**config.mk**
```make
export PLATFORM = sky130hd
export DESIGN_NAME = bcd_display_driver_flat
export DESIGN_NICKNAME = d
export VERILOG_FILES = /design/src/rtl/bcd_display_driver_pkg.sv /design/src/rtl/bcd_display_driver_if.sv /design/src/rtl/bcd_display_driver_bin_to_bcd_seq.sv /design/src/rtl/bcd_display_driver.sv /design/src/flat_wrapper.sv
export SDC_FILE = /design/constraint.sdc
export NUM_CORES = 1
export LEC_CHECK = 0
export CORE_UTILIZATION = 45
export CTS_BUF_LIST = sky130_fd_sc_hd__clkbuf_2
export DETAILED_ROUTE_END_ITERATION = 10
export PLACE_DENSITY_LB_ADDON = 0.12
export SLEW_MARGIN = 20
export SYNTH_ARGS = -nofsm -noshare
export SYNTH_HDL_FRONTEND = slang
export SYNTH_SLANG_ARGS = --single-unit
export TNS_END_PERCENT = 50
```
**constraint.sdc**
```tcl
create_clock -name clk -period 1.95 [get_ports clk]
set_input_delay 0.39 -clock clk [delete_from_list [all_inputs] [get_ports clk]]
set_output_delay 0.39 -clock clk [all_outputs]
set_load 0.1 [all_outputs]
```
**src/rtl/bcd_display_driver_pkg.sv**
```systemverilog
// Shared constants, converter state encoding and elaboration-time helpers
// for the multiplexed BCD display driver.
package display_pkg;

    localparam logic [3:0] BCD_BLANK = 4'hF;

    typedef enum logic [1:0] {
        IDLE,
        SHIFT,
        LATCH
    } conv_state_t;

    function automatic longint unsigned pow10(input int n);
        longint unsigned r;
        r = 64'd1;
        for (int i = 0; i < n; i++) begin
            r = r * 64'd10;
        end
        return r;
    endfunction

endpackage

```
**src/rtl/bcd_display_driver_if.sv**
```systemverilog
// Valid/ready channel carrying a binary value into the display driver.
interface bcd_display_driver_if #(
    parameter int BIN_W = 14
);

    logic             bin_valid;
    logic [BIN_W-1:0] bin_in;
    logic             bin_ready;

    modport master (
        output bin_valid,
        output bin_in,
        input  bin_ready
    );

    modport slave (
        input  bin_valid,
        input  bin_in,
        output bin_ready
    );

endinterface

```
**src/rtl/bcd_display_driver_bin_to_bcd_seq.sv**
```systemverilog
// Sequential double-dabble converter: accepts one value per handshake,
// produces packed BCD plus an overflow flag with a one-cycle done pulse.
module bin_to_bcd_seq
    import display_pkg::*;
#(
    parameter int BIN_W  = 14,
    parameter int DIGITS = 4
) (
    input  logic                 clk,
    input  logic                 rst_n,
    bcd_display_driver_if.slave  bin_bus,
    output logic [4*DIGITS-1:0]  bcd_word,
    output logic                 ovf,
    output logic                 done
);

    localparam int          CNT_W = $clog2(BIN_W + 1);
    localparam logic [63:0] LIMIT = pow10(DIGITS);

    conv_state_t         state;
    conv_state_t         state_next;
    logic [BIN_W-1:0]    bin_sr;
    logic [BIN_W-1:0]    bin_sr_next;
    logic [4*DIGITS-1:0] scratch;
    logic [4*DIGITS-1:0] scratch_next;
    logic [4*DIGITS-1:0] adjusted;
    logic [CNT_W-1:0]    bit_cnt;
    logic [CNT_W-1:0]    bit_cnt_next;
    logic                ovf_cap;
    logic                ovf_cap_next;
    logic                accept;

    assign bin_bus.bin_ready = (state == IDLE);
    assign accept            = bin_bus.bin_valid && (state == IDLE);

    assign bcd_word = scratch;
    assign ovf      = ovf_cap;
    assign done     = (state == LATCH);

    // Add-3 correction on every nibble that would exceed 9 after doubling
    always_comb begin
        adjusted = scratch;
        for (int d = 0; d < DIGITS; d++) begin
            if (scratch[4*d +: 4] >= 4'd5) begin
                adjusted[4*d +: 4] = scratch[4*d +: 4] + 4'd3;
            end
        end
    end

    always_comb begin
        state_next   = state;
        bin_sr_next  = bin_sr;
        scratch_next = scratch;
        bit_cnt_next = bit_cnt;
        ovf_cap_next = ovf_cap;
        unique case (state)
            IDLE: begin
                if (accept) begin
                    state_next   = SHIFT;
                    bin_sr_next  = bin_bus.bin_in;
                    scratch_next = '0;
                    bit_cnt_next = CNT_W'(BIN_W);
                    ovf_cap_next = (64'(bin_bus.bin_in) >= LIMIT);
                end
            end
            SHIFT: begin
                {scratch_next, bin_sr_next} = {adjusted, bin_sr} << 1;
                bit_cnt_next = bit_cnt - CNT_W'(1);
                if (bit_cnt == CNT_W'(1)) begin
                    state_next = LATCH;
                end
            end
            LATCH: begin
                state_next = IDLE;
            end
            default: begin
                state_next = IDLE;
            end
        endcase
    end

    always_ff @(posedge clk) begin
        if (!rst_n) begin
            state   <= IDLE;
            bin_sr  <= '0;
            scratch <= '0;
            bit_cnt <= '0;
            ovf_cap <= 1'b0;
        end else begin
            state   <= state_next;
            bin_sr  <= bin_sr_next;
            scratch <= scratch_next;
            bit_cnt <= bit_cnt_next;
            ovf_cap <= ovf_cap_next;
        end
    end

endmodule

```
**src/rtl/bcd_display_driver.sv**
```systemverilog
// Multi-digit display feeder: binary-to-BCD conversion, atomic display
// register, leading-zero blanking and time-multiplexed digit scanning.
module bcd_display_driver
    import display_pkg::*;
#(
    parameter int BIN_W         = 14,
    parameter int DIGITS        = 4,
    parameter int REFRESH_DIV   = 50000,
    parameter int BLANK_LEADING = 1
) (
    input  logic                clk,
    input  logic                rst_n,
    bcd_display_driver_if.slave bin_bus,
    output logic [3:0]          digit_bcd,
    output logic [DIGITS-1:0]   digit_en,
    output logic                overflow
);

    localparam int RC_W  = (REFRESH_DIV > 1) ? $clog2(REFRESH_DIV) : 1;
    localparam int IDX_W = (DIGITS > 1) ? $clog2(DIGITS) : 1;

    logic [4*DIGITS-1:0] conv_word;
    logic                conv_ovf;
    logic                conv_done;
    logic [4*DIGITS-1:0] display;
    logic [RC_W-1:0]     refresh_cnt;
    logic [IDX_W-1:0]    scan_idx;
    logic [DIGITS-1:0]   zero_from;
    logic [3:0]          raw_digit;

    bin_to_bcd_seq #(
        .BIN_W  (BIN_W),
        .DIGITS (DIGITS)
    ) u_conv (
        .clk      (clk),
        .rst_n    (rst_n),
        .bin_bus  (bin_bus),
        .bcd_word (conv_word),
        .ovf      (conv_ovf),
        .done     (conv_done)
    );

    // Whole-word update so the scanner never shows a half-old, half-new value
    always_ff @(posedge clk) begin
        if (!rst_n) begin
            display  <= '0;
            overflow <= 1'b0;
        end else if (conv_done) begin
            display  <= conv_ovf ? {DIGITS{BCD_BLANK}} : conv_word;
            overflow <= conv_ovf;
        end
    end

    always_ff @(posedge clk) begin
        if (!rst_n) begin
            refresh_cnt <= '0;
            scan_idx    <= '0;
        end else if (refresh_cnt == RC_W'(REFRESH_DIV - 1)) begin
            refresh_cnt <= '0;
            scan_idx    <= (scan_idx == IDX_W'(DIGITS - 1)) ? '0 : scan_idx + IDX_W'(1);
        end else begin
            refresh_cnt <= refresh_cnt + RC_W'(1);
        end
    end

    // zero_from[k] is set when digit k and every more significant digit are zero
    always_comb begin
        zero_from = '0;
        zero_from[DIGITS-1] = (display[4*(DIGITS-1) +: 4] == 4'd0);
        for (int k = DIGITS - 2; k >= 0; k--) begin
            zero_from[k] = zero_from[k+1] && (display[4*k +: 4] == 4'd0);
        end
    end

    always_comb begin
        raw_digit          = display[{scan_idx, 2'b00} +: 4];
        digit_en           = '0;
        digit_en[scan_idx] = 1'b1;
        digit_bcd          = raw_digit;
        if ((BLANK_LEADING != 0) && (scan_idx != '0) && zero_from[scan_idx]) begin
            digit_bcd = BCD_BLANK;
        end
    end

endmodule
```
**src/flat_wrapper.sv**
```systemverilog
// flat-port wrapper written by rule: the top's interface ports become plain ports
module bcd_display_driver_flat import display_pkg::*;
#(
    parameter int BIN_W         = 14,
    parameter int DIGITS        = 4,
    parameter int REFRESH_DIV   = 50000,
    parameter int BLANK_LEADING = 1
)
  (clk, rst_n, digit_bcd, digit_en, overflow, bin_bus_bin_valid, bin_bus_bin_in, bin_bus_bin_ready);
  bcd_display_driver_if #(.BIN_W(BIN_W)) bin_bus_i ();
  input  logic clk;
  input  logic rst_n;
  output logic [3:0] digit_bcd;
  output logic [DIGITS-1:0] digit_en;
  output logic overflow;
  input wire logic [$bits(bin_bus_i.bin_valid)-1:0] bin_bus_bin_valid;
  input wire logic [$bits(bin_bus_i.bin_in)-1:0] bin_bus_bin_in;
  output wire logic [$bits(bin_bus_i.bin_ready)-1:0] bin_bus_bin_ready;
  assign bin_bus_i.bin_valid = bin_bus_bin_valid;
  assign bin_bus_i.bin_in = bin_bus_bin_in;
  assign bin_bus_bin_ready = bin_bus_i.bin_ready;
  bcd_display_driver #(.BIN_W(BIN_W), .DIGITS(DIGITS), .REFRESH_DIV(REFRESH_DIV), .BLANK_LEADING(BLANK_LEADING)) u_core (.clk(clk), .rst_n(rst_n), .bin_bus(bin_bus_i), .digit_bcd(digit_bcd), .digit_en(digit_en), .overflow(overflow));
endmodule
```
; ---- After elaboration in Yosys (flattened, before gate mapping)
; Index checks and enable logic that the tools add are counted.
[totals]
regBits = 72
latch_bits = 0
ram_bits = 0
rom_bits = 0
out_inout_bits = 10
elab_cells = 69
mem_count = 0
[op_classes]
add_sub_neg = 7
n_mul = 0
div_mod_pow = 0
n_lt_le_gt_ge = 7
eq_ne = 7
shifts = 1
mux = 20
bitwise = 1
reduce_logical = 17
[op_table]
columns = operator, n
row1 = 16-bit 2-to-1 mux, 2
row2 = 16-bit one-hot mux with 2 select lines, 1
row3 = 14-bit one-hot mux with 2 select lines, 1
row4 = 4-bit 2-to-1 mux, 5
row5 = 16-bit by 1-bit adder with 16-bit output (second input constant), 1
row6 = 16-bit == test (second input constant), 1
row7 = 4-bit by 3-bit >= comparator with 1-bit output (second input constant), 4
row8 = 4-bit zero test, 4
row9 = 16-bit by 5-bit variable part select with 4-bit output, 1
row10 = 14-bit >= comparator (second input constant), 1
row11 = 14-bit 2-to-1 mux, 1
row12 = 4-bit by 2-bit adder with 4-bit output (second input constant), 3
row13 = 4-bit one-hot mux with 2 select lines, 1
row14 = 1-bit logical AND, 6
row15 = 2-bit 2-to-1 mux, 3
row16 = 2-bit AND reduction, 3
row17 = 2-bit == test (second input constant), 2
row18 = 4-bit by 1-bit == test with 1-bit output (second input constant), 1
row19 = 2-bit one-hot mux with 2 select lines, 1
row20 = 2-bit nonzero test, 2
row21 = 4-bit by 1-bit subtractor with 4-bit output (second input constant), 1
row22 = 3-bit by 2-bit adder with 3-bit output (second input constant), 1
row23 = 2-bit by 3-bit < comparator with 1-bit output (second input constant), 1
row24 = 3-bit 2-to-1 mux, 1
row25 = 11 further kinds, 12

; ---- Longest topological paths before layout
[logic_depth]
word_depth = 8
ltp_mapped = 6
depth_no_buf = 6

; ---- Hierarchy
; From an unflattened synthesis, not the netlist that was laid out.
[unflattened]
hier_cells = 338
hier_area_um2 = 3354.5
[modules_own_cells]
columns = module, n_inst, cells_each, area_each_um2
row1 = bin_to_bcd_seq, 1, 187, 1788.0
row2 = bcd_display_driver, 1, 151, 1566.5

; ---- Worst setup path after synthesis
; No wires, ideal clock.
[synth_timing]
path_kind = reg2out
from = register u_core.scan_idx[1]
to = output digit_bcd[0]
t_arrival_ns = 2.786
path_slack_ns = -1.226
path_stages_with_launch = 7
path_buffers = 1
path_cell_list = dfxtp_1 clkbuf_1 inv_1 ha_1 or4_1 a2111oi_4 or2_1
[synth_via]
elab_chain_len = 4
elab_cells_between_ends = 6
cone_classes = shift: 1 / mux: 3 / reduce/logical: 2
[synth_lines]
columns = element, line
row1 = from (decl), bcd_display_driver.sv:27  ; logic [IDX_W-1:0] scan_idx;
row2 = from (signal assigned), bcd_display_driver.sv:60  ; scan_idx <= (scan_idx == IDX_W'(DIGITS - 1)) ? '0 : scan_idx + IDX_W'(1);
row3 = "parallel branches: the longest is 3 deep, another holds 16-bit by 5-bit variable part select with 4-bit output", -
row4 = 4-bit 2-to-1 mux (*), bcd_display_driver.sv:80  ; if ((BLANK_LEADING != 0) && (scan_idx != '0) && zero_from[scan_idx]) begin
row5 = to (decl), flat_wrapper.sv:13  ; output logic [3:0] digit_bcd;
; Mark *: on every way between the ends. The select of a mux whose other input is x is not followed.

; ---- Worst setup path after layout
; Same ends and word-level chain as after synthesis.

==> flow_metrics.tcl <==
set metrics [dict create \
    synthXorXnorAreaFrac_pct 5.26 \
    yosysTopAreaCellShare_pct 41.2 \
    ios 27 \
    rsz0062_at_grt "yes" \
    vias_per_cell 5.27 \
    drv_cap 0 \
    cts_buffer_depth 2 \
    ys_types 53 \
    cts-root-buf "clkbuf_2" \
    rows 31 \
    gr-total-overflow 0 \
    grt_max_degree 34 \
    grt_pass1_vias 2587 \
    muxShareOfSynthArea_pct 4.43 \
    synth_edf_count 0 \
    hold_viol 0 \
    yosysTopAreaCell "dfxtp_1" \
    drtPass1Iterations 4 \
    drt-total-wl_microns 7080 \
    diodes 0 \
    min_period_ps 2540 \
    dp_hpwl_microns 4960 \
    cts_tree "built" \
    gp_congestion 0.808 \
    yosysSeqAreaShare_pct 41.2 \
    numPortBuffers 26 \
    htree_levels 3 \
    syn_area_sq_um 3500 \
    grt_pass1_wl_microns 12300 \
    antenna_found_initial 0 \
    setup_ws_ps -587 \
    wl_per_cell_microns 13.5 \
    clk_latency_ps 490 \
    finClkSkew_ps 27.4 \
    grt.total_usage_pct 18.6 \
    start_kind "register" \
    synth_seq_cells 72 \
    clock-sinks 72 \
    status "finished, violations left" \
    clk_pin_slew_worst_paths_ps 210 \
    power.density_nw_per_um2 631 \
    p_leak_nw 1.60 \
    synth_nets 414 \
    postSynth.asyncResetShare_pct 0 \
    ant_nets 0 \
    yosysWarnings 0 \
    relSlewSlack_pct 53.2 \
    syn_inst 382 \
    ir_worst_vdd_mv 0.332 \
    drc 0 \
    clock.fmax_ghz 0.394 \
    crit_fanout 4 \
    fin_nets 452 \
    tightest_slew_ps 701 \
    synth-compound-area-share_pct 17.2 \
    drive_gt1_share_pct 20.0 \
    cp_data_required_time_ps 1560 \
    hp-class "in2reg" \
    drtIter0Drc 152 \
    coreArea_sq_um 7370 \
    yosys.area_share.simple_pct 21.7 \
    worst_hold_slack_ps 421 \
    synth_top_family_by_area "simple AND/OR/NAND/NOR gates" \
    area_delta_synth_final_pct 20.3 \
    synth_ff_type "dfxtp_1" \
    initial_utilization_pct 47.5 \
    slew_violations 0 \
    p_total_mw 2.65 \
    endpoint_kind "output port" \
    synthTopCellsByArea "dfxtp_1 (41%), ha_1 (5.4%), nor2_1 (4.9%), xnor2_1 (4.0%), nand2_1 (3.4%)" \
    fin_crit_sh_pct 130 \
    vias 2761 \
    synth-adder-area-share_pct 5.36 \
    die_y_microns 90.2 \
    dieArea_sq_um 8130 \
    die_x_microns 90.2 \
    setup_viol 4 \
    violations "setup timing" \
    arrival_ps 2150 \
    setup.worst_path.class "reg2out" \
    numCtsBuffers 9 \
    avgSynthCellArea_sq_um 9.16 \
]
[registers in the layout, indices dropped and copies added, names as in the netlist]
signal,cells
u_core.scan_idx,2
u_core.refresh_cnt,16
u_core.display,16
u_core.u_conv.bin_sr,14
u_core.u_conv.state,2
u_core.u_conv.ovf,1
u_core.overflow,1
u_core.u_conv.bit_cnt,4
u_core.u_conv.bcd_word,16
[stage by stage]
stage	setup slack (ps)	std cells	setup TNS (ps)	utilization, %	instance area (sq um)
after global placement	-19.1	507	-72.8	55.1	4060
after CTS	-646	523	-2570	56.6	4170
final	-587	524	-2350	57.1	4210
after floorplan	-291	382	-1640	-	3550
after global routing	-770	524	-3140	57.1	4210
after detailed placement	-56.6	507	-210	55.1	4060
[synth_stat cells (3+ instances only)]
cell	count
dfxtp_1	72
nor2_1	46
nand2_1	32
a21oi_1	20
inv_1	16
xnor2_1	16
ha_1	15
nor3_1	15
a22oi_1	13
nand3_1	11
a211oi_1	10
buf_2	9
clkbuf_1	9
o211a_1	8
o2bb2ai_1	8
o21ai_0	7
nor4_1	6
nand2b_1	5
nor2b_1	5
xor2_1	5
a21boi_1	4
mux2_2	4
mux4_2	4
or2_1	4
a21boi_0	3
o21a_1	3
[worst max-delay path: stages, from the launching register on]
cell       delay [ps]
dfxtp_2           380
inv_2              50
ha_4              150
or4_4             420
a2111oi_4         280
or2_4             200
buf_12            160
[kinds of logic (layout without fill, tap and decap cells)]
kind of cell,after synthesis,count (layout)
simple gates,144,144
mux,10,10
xor+xnor,21,21
buf+inv,38,81
compound gates,82,82
fa+ha+maj,15,15
flops,72,72
[final timing paths]
| path | from | endpoint | slack [ps] | depth (start not counted) |
|---|---|---|---|---|
| min | bin_bus_bin_in[0] | u_core.u_conv.bin_sr[0]$_SDFFE_PN0P_ | 420 | 3 |
| max | u_core.scan_idx[1]$_SDFFE_PN0P_ | digit_bcd[0] | -590 | 6 |
| max reg2reg | u_core.u_conv.bcd_word[9]$_SDFFE_PN0P_ | u_core.u_conv.bcd_word[10]$_SDFFE_PN0P_ | 290 | 6 |
| min reg2reg | u_core.u_conv.bin_sr[13]$_SDFFE_PN0P_ | u_core.u_conv.bin_sr[13]$_SDFFE_PN0P_ | 470 | 2 |
[routing by layer]
layer | global-route usage [%] | wire (microns) | part of all wire (%) | vias up
met5 | 0 | 0 | 0 | -
met4 | 4.97 | 74 | 1.0 | 0
met3 | 5.25 | 232 | 3.3 | 5
met2 | 29.5 | 3140 | 44 | 43
met1 | 24.9 | 3630 | 51 | 1279
li1 | - | - | - | 1434
[placed cells by master, fill, tap and decap left out, types with 3 or more instances in the layout]
cell type and instances:
ha_1 11, xnor2_1 16, a21boi_1 4, o211a_1 8, nor2_1 46, clkdlybuf4s50_1 16, mux4_2 4, o21a_1 3
a21oi_1 20, mux2_2 4, nand2_1 32, nor2b_1 4, nand2b_1 5, dfxtp_1 70, xor2_1 5, o21ai_0 7
a211oi_1 10, a21boi_0 3, nor3_1 15, clkinv_2 3, buf_4 23, inv_1 14, or2_4 4, nor4_1 5
buf_12 9, a22oi_1 13, clkbuf_2 10, nand3_1 11, o2bb2ai_1 8
[layout make-up]
| class | instances | area [sq um] |
|---|---|---|
| fillers | 662 | 3160 |
| clock inverters | 6 | 60.1 |
| repair buffers | 49 | 524 |
| well taps | 99 | 124 |
| flip-flops and latches | 72 | 1440 |
| multi-input cells | 272 | 1940 |
| inverters | 16 | 65.1 |
| clock buffers | 10 | 50.0 |
[power by group]
group	total, mW	switching, mW	internal, mW
registers	1.55	0.0378	1.52
logic	0.290	0.168	0.121
clock network	0.811	0.516	0.294
[timing repair]
item                       in CTS  in global routing
setup buffers                   0                  1
setup endpoints to repair       4                  7
pin swaps                       1                  2
hold buffers                    0                  0
resized for setup               0                  6
hold endpoints to repair        0                  0
Note: power is estimated with default switching activity, not from simulation.
